File: config.mk
export PLATFORM = sky130hd
export DESIGN_NAME = clk_mux_switch_ctrl
export DESIGN_NICKNAME = d
export VERILOG_FILES = /design/src/rtl/clk_ctrl_pkg.sv /design/src/rtl/tgl_edge_detect.sv /design/src/rtl/clk_mux_switch_ctrl.sv
export SDC_FILE = /design/constraint.sdc
export NUM_CORES = 1
export LEC_CHECK = 0
export CORE_AREA = 2 2 115 61
export DETAILED_ROUTE_END_ITERATION = 8
export DIE_AREA = 0 0 117 63
export GPL_ROUTABILITY_DRIVEN = 0
export PLACE_DENSITY = 0.79
export RECOVER_POWER = 100
export SLEW_MARGIN = 20
export SYNTH_ARGS = -nofsm -noshare
export SYNTH_HDL_FRONTEND = slang
export SYNTH_SLANG_ARGS = --single-unit
export TNS_END_PERCENT = 100
File: constraint.sdc
create_clock -name clk_i -period 4.2 [get_ports clk_i]
set_input_delay 1.26 -clock clk_i [delete_from_list [all_inputs] [get_ports clk_i]]
set_output_delay 1.26 -clock clk_i [all_outputs]
set_load 0.03 [all_outputs]
File: src/rtl/clk_ctrl_pkg.sv
// Shared types and constants for the clock-switch control block.
// Holds the switch FSM encoding and the toggle-synchronizer depth.
package clk_ctrl_pkg;

  typedef enum logic [1:0] {
    IDLE   = 2'd0,
    SWITCH = 2'd1,
    VERIFY = 2'd2,
    RESP   = 2'd3
  } switch_state_e;

  localparam int SYNC_DEPTH = 2;

endpackage

File: src/rtl/tgl_edge_detect.sv
// Brings an asynchronous toggle into clk_i and pulses edge_o for one cycle
// per transition of the synchronized value.
module tgl_edge_detect
  import clk_ctrl_pkg::*;
(
  input  logic clk_i,
  input  logic srst_i,
  input  logic tgl_i,
  output logic edge_o
);

  logic [SYNC_DEPTH-1:0] sync_q;
  logic                  hist_q;

  always_ff @(posedge clk_i) begin
    if (srst_i) begin
      sync_q <= '0;
      hist_q <= 1'b0;
    end else begin
      sync_q <= {sync_q[SYNC_DEPTH-2:0], tgl_i};
      hist_q <= sync_q[SYNC_DEPTH-1];
    end
  end

  assign edge_o = sync_q[SYNC_DEPTH-1] ^ hist_q;

endmodule

File: src/rtl/clk_mux_switch_ctrl.sv
// Drives the clock-mux select on request, waits for the mux to settle, then
// counts output-clock edges over a fixed window and reports pass/fail.
module clk_mux_switch_ctrl
  import clk_ctrl_pkg::*;
#(
  parameter int SETTLE_CYCLES = 16,
  parameter int WINDOW_CYCLES = 256,
  parameter int CNT_W         = $clog2(WINDOW_CYCLES + 1)
) (
  input  logic             clk_i,
  input  logic             srst_i,
  input  logic             req_valid_i,
  input  logic             req_sel_i,
  output logic             req_ready_o,
  output logic             rsp_valid_o,
  input  logic             rsp_ready_i,
  output logic             rsp_ok_o,
  output logic [CNT_W-1:0] rsp_count_o,
  input  logic [CNT_W-1:0] exp_min0_i,
  input  logic [CNT_W-1:0] exp_max0_i,
  input  logic [CNT_W-1:0] exp_min1_i,
  input  logic [CNT_W-1:0] exp_max1_i,
  input  logic             mon_tgl_i,
  output logic             sel_o,
  output logic             busy_o,
  output switch_state_e    state_o
);

  // Handshakes: a transfer happens on a clk_i edge where valid and ready are
  // both high; a response, once valid, holds its payload until rsp_ready_i.

  localparam int SET_W = $clog2(SETTLE_CYCLES + 1);
  localparam logic [SET_W-1:0] SETTLE_LAST = SET_W'(SETTLE_CYCLES - 1);
  localparam logic [CNT_W-1:0] WIN_LAST    = CNT_W'(WINDOW_CYCLES - 1);
  localparam logic [CNT_W-1:0] CNT_MAX     = '1;

  switch_state_e    state, state_nxt;
  logic             sel_q;
  logic [CNT_W-1:0] min_q, max_q;
  logic [SET_W-1:0] settle_cnt;
  logic [CNT_W-1:0] win_cnt;
  logic [CNT_W-1:0] edge_cnt;
  logic [CNT_W-1:0] edge_sum;
  logic [CNT_W-1:0] rsp_count_q;
  logic             rsp_ok_q;
  logic             edge_det;

  tgl_edge_detect u_edge (
    .clk_i  (clk_i),
    .srst_i (srst_i),
    .tgl_i  (mon_tgl_i),
    .edge_o (edge_det)
  );

  // Count including the current cycle's edge, saturating at all-ones.
  assign edge_sum = (edge_det && (edge_cnt != CNT_MAX)) ? edge_cnt + 1'b1 : edge_cnt;

  always_ff @(posedge clk_i) begin
    if (srst_i) state <= IDLE;
    else        state <= state_nxt;
  end

  always_comb begin
    state_nxt = state;
    case (state)
      IDLE:    if (req_valid_i)               state_nxt = SWITCH;
      SWITCH:  if (settle_cnt == SETTLE_LAST) state_nxt = VERIFY;
      VERIFY:  if (win_cnt == WIN_LAST)       state_nxt = RESP;
      RESP:    if (rsp_ready_i)               state_nxt = IDLE;
      default:                                state_nxt = IDLE;
    endcase
  end

  always_ff @(posedge clk_i) begin
    if (srst_i) begin
      sel_q       <= 1'b0;
      min_q       <= '0;
      max_q       <= '0;
      settle_cnt  <= '0;
      win_cnt     <= '0;
      edge_cnt    <= '0;
      rsp_count_q <= '0;
      rsp_ok_q    <= 1'b0;
    end else begin
      case (state)
        IDLE: begin
          if (req_valid_i) begin
            sel_q      <= req_sel_i;
            min_q      <= req_sel_i ? exp_min1_i : exp_min0_i;
            max_q      <= req_sel_i ? exp_max1_i : exp_max0_i;
            settle_cnt <= '0;
          end
        end
        SWITCH: begin
          // Edges during settling are discarded; counters start clean.
          settle_cnt <= settle_cnt + 1'b1;
          win_cnt    <= '0;
          edge_cnt   <= '0;
        end
        VERIFY: begin
          win_cnt  <= win_cnt + 1'b1;
          edge_cnt <= edge_sum;
          if (win_cnt == WIN_LAST) begin
            rsp_count_q <= edge_sum;
            rsp_ok_q    <= (min_q <= edge_sum) && (edge_sum <= max_q);
          end
        end
        default: ;
      endcase
    end
  end

  assign sel_o       = sel_q;
  assign req_ready_o = (state == IDLE);
  assign busy_o      = (state != IDLE);
  assign rsp_valid_o = (state == RESP);
  assign rsp_ok_o    = rsp_ok_q;
  assign rsp_count_o = rsp_count_q;
  assign state_o     = state;

endmodule

Word level (Yosys, flattened, before mapping)
Cells that the tools add are included.
{"block": "op_classes", "n_eq_ne": 10, "reduce_logical": 10, "mux": 12, "bitwise_logic": 1, "order_cmp": 2, "add_sub_neg": 3}
{"cell": "$pmux W9 S2", "count": 2}
{"cell": "$mux W9", "count": 3}
{"cell": "$add A9 B1 Y9 const B", "count": 2}
{"cell": "$le A9 B9 Y1", "count": 2}
{"cell": "$pmux W5 S2", "count": 1}
{"cell": "$eq A9 B8 Y1 const B", "count": 1}
{"cell": "$ne A9 B9 Y1 const B", "count": 1}
{"cell": "$mux W2", "count": 4}
{"cell": "$pmux W2 S4", "count": 1}
{"cell": "$ne A2 B2 Y1 const B", "count": 3}
{"cell": "$reduce_and A2 Y1", "count": 3}
{"cell": "$reduce_bool A2 Y1", "count": 3}
{"cell": "$add A5 B1 Y5 const B", "count": 1}
{"cell": "$eq A5 B4 Y1 const B", "count": 1}
{"cell": "$mux W5", "count": 1}
{"cell": "$eq A2 B2 Y1 const B", "count": 2}
{"cell": "$reduce_and A4 Y1", "count": 1}
{"cell": "$eq A2 B1 Y1 const B", "count": 1}
{"cell": "$logic_and A1 B1 Y1", "count": 2}
{"cell": "$logic_not A2 Y1", "count": 1}
{"cell": "$ne A2 B1 Y1 const B", "count": 1}
{"cell": "$xor A1 B1 Y1", "count": 1}
{"block": "word_totals", "out_inout_bits": 16, "register_bits": 57, "word_cells": 49, "inputBits": 42}

Longest topological paths before layout
{"block": "logic_depth", "ltp_word": 5, "ltp_mapped": 15}

Hierarchy
Synthesis repeated with hierarchy kept, for this count alone.
{"block": "hier_totals", "cells_unflattened": 380, "hier_area_um2": 3205.6}
{"mod": "clk_mux_switch_ctrl", "instances": 1, "seq_area_each_um2": 1081.0, "cells_per_inst": 373, "area_each_um2": 3118.0}
{"mod": "tgl_edge_detect", "instances": 1, "seq_area_each_um2": 60.1, "cells_per_inst": 7, "area_each_um2": 87.6}

Worst setup path after synthesis
No wires, ideal clock.
{"block": "synth_timing", "path_type": "reg2reg", "from": "reg edge_cnt[0]", "to": "reg rsp_ok_q (netlist: rsp_ok_o)", "stages_incl_launch_ff": 15, "slack_ns": 0.818, "setup_time_ns": 0.096, "required_ns": 4.104, "arrival_time_ns": 3.286, "cell_sequence": "dfxtp_1 -> ha_1 -> and3_1 -> and3_1 -> ha_1 -> nor4b_1 -> and3_1 -> xnor2_1 -> inv_2 -> ha_1 -> a21o_1 -> a21o_1 -> a221oi_2 -> a211oi_1 -> o41ai_2"}
{"block": "synth_between", "elab_chain_len": 5, "word_cells_on_any_way": 7, "classes_between": "1 x add/sub; 2 x order compare; 1 x eq/ne; 1 x mux; 2 x reduce/logical"}
{"item": "start, declared", "line": "clk_mux_switch_ctrl.sv:42", "text": "logic [CNT_W-1:0] edge_cnt;"}
{"item": "start signal, assigned", "line": "clk_mux_switch_ctrl.sv:102", "text": "edge_cnt <= edge_sum;"}
{"item": "branches (longest 2 deep; another with $add A9 B1 Y9)"}
{"item": "$mux W9 *", "line": "clk_mux_switch_ctrl.sv:56", "text": "assign edge_sum = (edge_det && (edge_cnt != CNT_MAX)) ? edge_cnt + 1'b1 : edge_cnt;"}
{"item": "named net edge_sum[7]", "line": "clk_mux_switch_ctrl.sv:43", "text": "logic [CNT_W-1:0] edge_sum;"}
{"item": "$le A9 B9 Y1", "line": "clk_mux_switch_ctrl.sv:105", "text": "rsp_ok_q <= (min_q <= edge_sum) && (edge_sum <= max_q);"}
{"item": "$logic_and A1 B1 Y1 *", "line": "clk_mux_switch_ctrl.sv:105"}
{"item": "end signal, assigned", "line": "clk_mux_switch_ctrl.sv:105"}
{"item": "end, declared", "line": "clk_mux_switch_ctrl.sv:45", "text": "logic rsp_ok_q;"}
Mark *: on every way through the listed nets, which the timed path passes.
A chain may end at the register's enable or synchronous reset.

Worst setup path in the final report
Same ends and word-level chain as after synthesis.

==> metrics.txt <==
largest cells by area after synthesis dfxtp_1, ha_1, mux2i_1; Max-Cap Viols 1; top-count cell post-synth nor2_1; final hold viol count 0; drt total wl 8.18 mm; hold slack 0.439 ns; number of distinct library cells after synthesis 45; RSZ-0062 raised after global routing no; clock root cell clkbuf_16; CTS sink cnt between 50 and 60; die area roughly 7400 um2; Startpoint Class register; arrival time worst endpoint just over 4 ns; row cnt 21; # fillers approximately 530; multi-input gate area in the final layout approximately 2000 um2; DRC violations left 0; pwr/cell area roughly 530 nW/um2; post-CTS setup buffers 0; peak supply drop roughly 320 uV; async set-reset flop share out of synthesis 0%; DP HPWL 5.78 mm; Max Fclk approximately 0.26 GHz; Least-Margin Pin Slew roughly 2.4 ns; Yosys top cell by area dfxtp_1; crit path buf inv count 1; total power between 2000 and 2500 uW; Synth Register Bits 57; TNS Setup 0 ns; Vias/cell 5.54; Cells after Synth just under 400; Post-CTS Hold Buffers 0; Worst path max stage delay 0.62 ns; Synth Flop Type dfxtp_1; CTS resizes 0; R2R cell count 14; CP cell instances ha_1 > and3_1 > and3_1 > ha_1 > nor4b_1 > and3_1 > xnor2_1 > inv_2 > ha_1 > a21o_1 > a21o_1 > a221oi_2 > a211oi_1 > o41ai_2; sequential fraction of the synthesis area between 30% and 40%; Initial Util 51.3%; Skew-Pair Late Insertion Delay 0.33 ns; drt pass-1 iters 5; Clock Pin Slew Worst Setup and Hold Paths 0.05 ns; R2R Setup Slk 0.39 ns; Yosys warnings 0; Lkg Pwr 0.00176 uW; Final Cycle Share ~91%; min-delay src u_edge.sync_q[0]; post-synth top area share 34.6%; CTS tree built; CP endpoint kind register; IO Pins 58; Vias roughly 3000; H-tree depth 3; Die H 63 um; PortBufs 57; fin nets between 500 and 600; initial antenna violation count 0; initial detailed-routing violation count between 150 and 200; hold endpoint u_edge.sync_q[1]; status finished, violations left; Chip Width approximately 120 um; crit-path max FO 8; wire length per cell 15.1 um; final setup fails 0; remaining antenna violation count 0; worst flop-to-flop path startpoint edge_cnt[0]; Core ar. 6440 um2; nets in the synthesized netlist 458; Synth-to-Final Area Change 28.7%; Worst EP required ~4.4 ns; clk buf depth 2; Crit path max-delay family simple AND/OR/NAND/NOR gates; Clock Skew 0.00555 ns; vias in the first global route roughly 2800; grt ovf 0; share of layout cells above drive strength 1 just over 6%; Final Max Tran Viols 54; worst reg2reg endpoint rsp_ok_o; EDFF count, synth 0; largest net degree at the start of global routing between 50 and 60; Max transition margin -61.9%; Post-synth top cells nor2_1, dfxtp_1, a211oi_1; Critical-path top delay cell nor4b_1; final instance area roughly 4200 um2; total track usage 23.3%; FF+latch area about 1100 um2; WHS Path Cells 1; WS Path Type register to register; failing checks capacitance limit, slew limit; Min-Delay Path Class register to register; Mapped Area around 3300 um2; first-pass GRT wire length 13.3 mm; Mean Syn Cell Area between 8 and 9 um2; Cell Area, Placed ~3900 um2; ANT cells 0; CTS Buf Count 9; Final Critical Period 3.81 ns
## layout by cell type (no fill, tap or decap), types with 7 or more instances in the layout
master,Yosys,routed
a211oi_1,28,28
clkbuf_16,0,9
nand2_1,23,23
mux2i_1,23,23
dlygate4sd3_1,0,16
a21oi_1,17,17
clkdlybuf4s50_1,0,39
nor2b_1,7,7
inv_1,21,21
o21ai_0,10,10
ha_1,22,22
dfxtp_1,57,57
nor2_1,61,61
xor2_1,7,7
xnor2_1,8,8
and3_1,10,10
nand3_1,8,8
a21o_1,7,7
## routing by layer
layer	track usage, %	part of all wire (%)	vias up
met5	0	0	-
met4	6.62	0.40	0
met3	6.60	8.7	4
met2	32.7	41	126
met1	34.5	50	1362
li1	-	-	1504
## layout make-up
| type | count | share of cell area (%) |
|---|---|---|
| multi-input cells | 293 | 46.9 |
| inverters | 23 | 2.03 |
| repair buffers | 60 | 13.7 |
| clock buffers | 11 | 5.95 |
| clock inverters | 5 | 1.83 |
| flip-flops and latches | 57 | 26.9 |
| well taps | 92 | 2.71 |
## cells by family (layout without fill, tap and decap cells)
logic type | count (synthesis) | count (layout) | share of synthesized area (%)
flip-flops | 57 | 57 | 34.6
AO/OA/AOI/OAI | 82 | 82 | 17.4
buffers and inverters | 44 | 99 | 5.08
adder cells (fa/ha/maj) | 22 | 22 | 8.34
multiplexers | 23 | 23 | 6.98
XOR/XNOR | 17 | 17 | 5.35
AND/OR/NAND/NOR | 149 | 149 | 22.3
## how the worst max path moves through the flow
stage	start	end	slack, ns	cells past startpoint
after floorplan	edge_cnt[0]	rsp_ok_o	0.82	14
after global placement	edge_cnt[0]	rsp_ok_o	0.65	14
after detailed placement	edge_cnt[0]	rsp_ok_o	0.46	14
after CTS	edge_cnt[0]	rsp_ok_o	0.44	13
after global routing	edge_cnt[0]	rsp_ok_o	0.11	14
final	edge_cnt[0]	rsp_ok_o	0.39	14
## state kept, by name, summed over array words and instances (netlist names)
signal,flops
settle_cnt,5
u_edge.hist_q,1
sel_o,1
u_edge.sync_q,2
rsp_ok_o,1
edge_cnt,9
max_q,9
win_cnt,9
state_o,2
min_q,9
rsp_count_o,9
## power by group
part / total [uW] / switching [uW] / internal [uW]
clock: 799 / 251 / 548
sequential: 671 / 61.4 / 610
combinational: 767 / 461 / 305
total: 2240 / 774 / 1460
## stage by stage
stage / instances / util (%) / setup slack [ns]
floorplan: 394 / - / 0.818
detailed placement: 525 / 60.9 / 0.465
CTS: 541 / 66.0 / 0.436
global route: 541 / 65.9 / 0.111
global placement: 525 / 60.9 / 0.650
finish: 541 / 65.9 / 0.388
## worst register-to-register path, delay by kind of cell, from the launching register on
family	cells	cell delay, ns
compound gates	5	0.95
xor+xnor	1	0.22
fa+ha+maj	3	0.87
buf+inv	1	0.07
flops	1	0.35
simple gates	4	1.24
No activity file was read; power rests on OpenSTA's default activity.
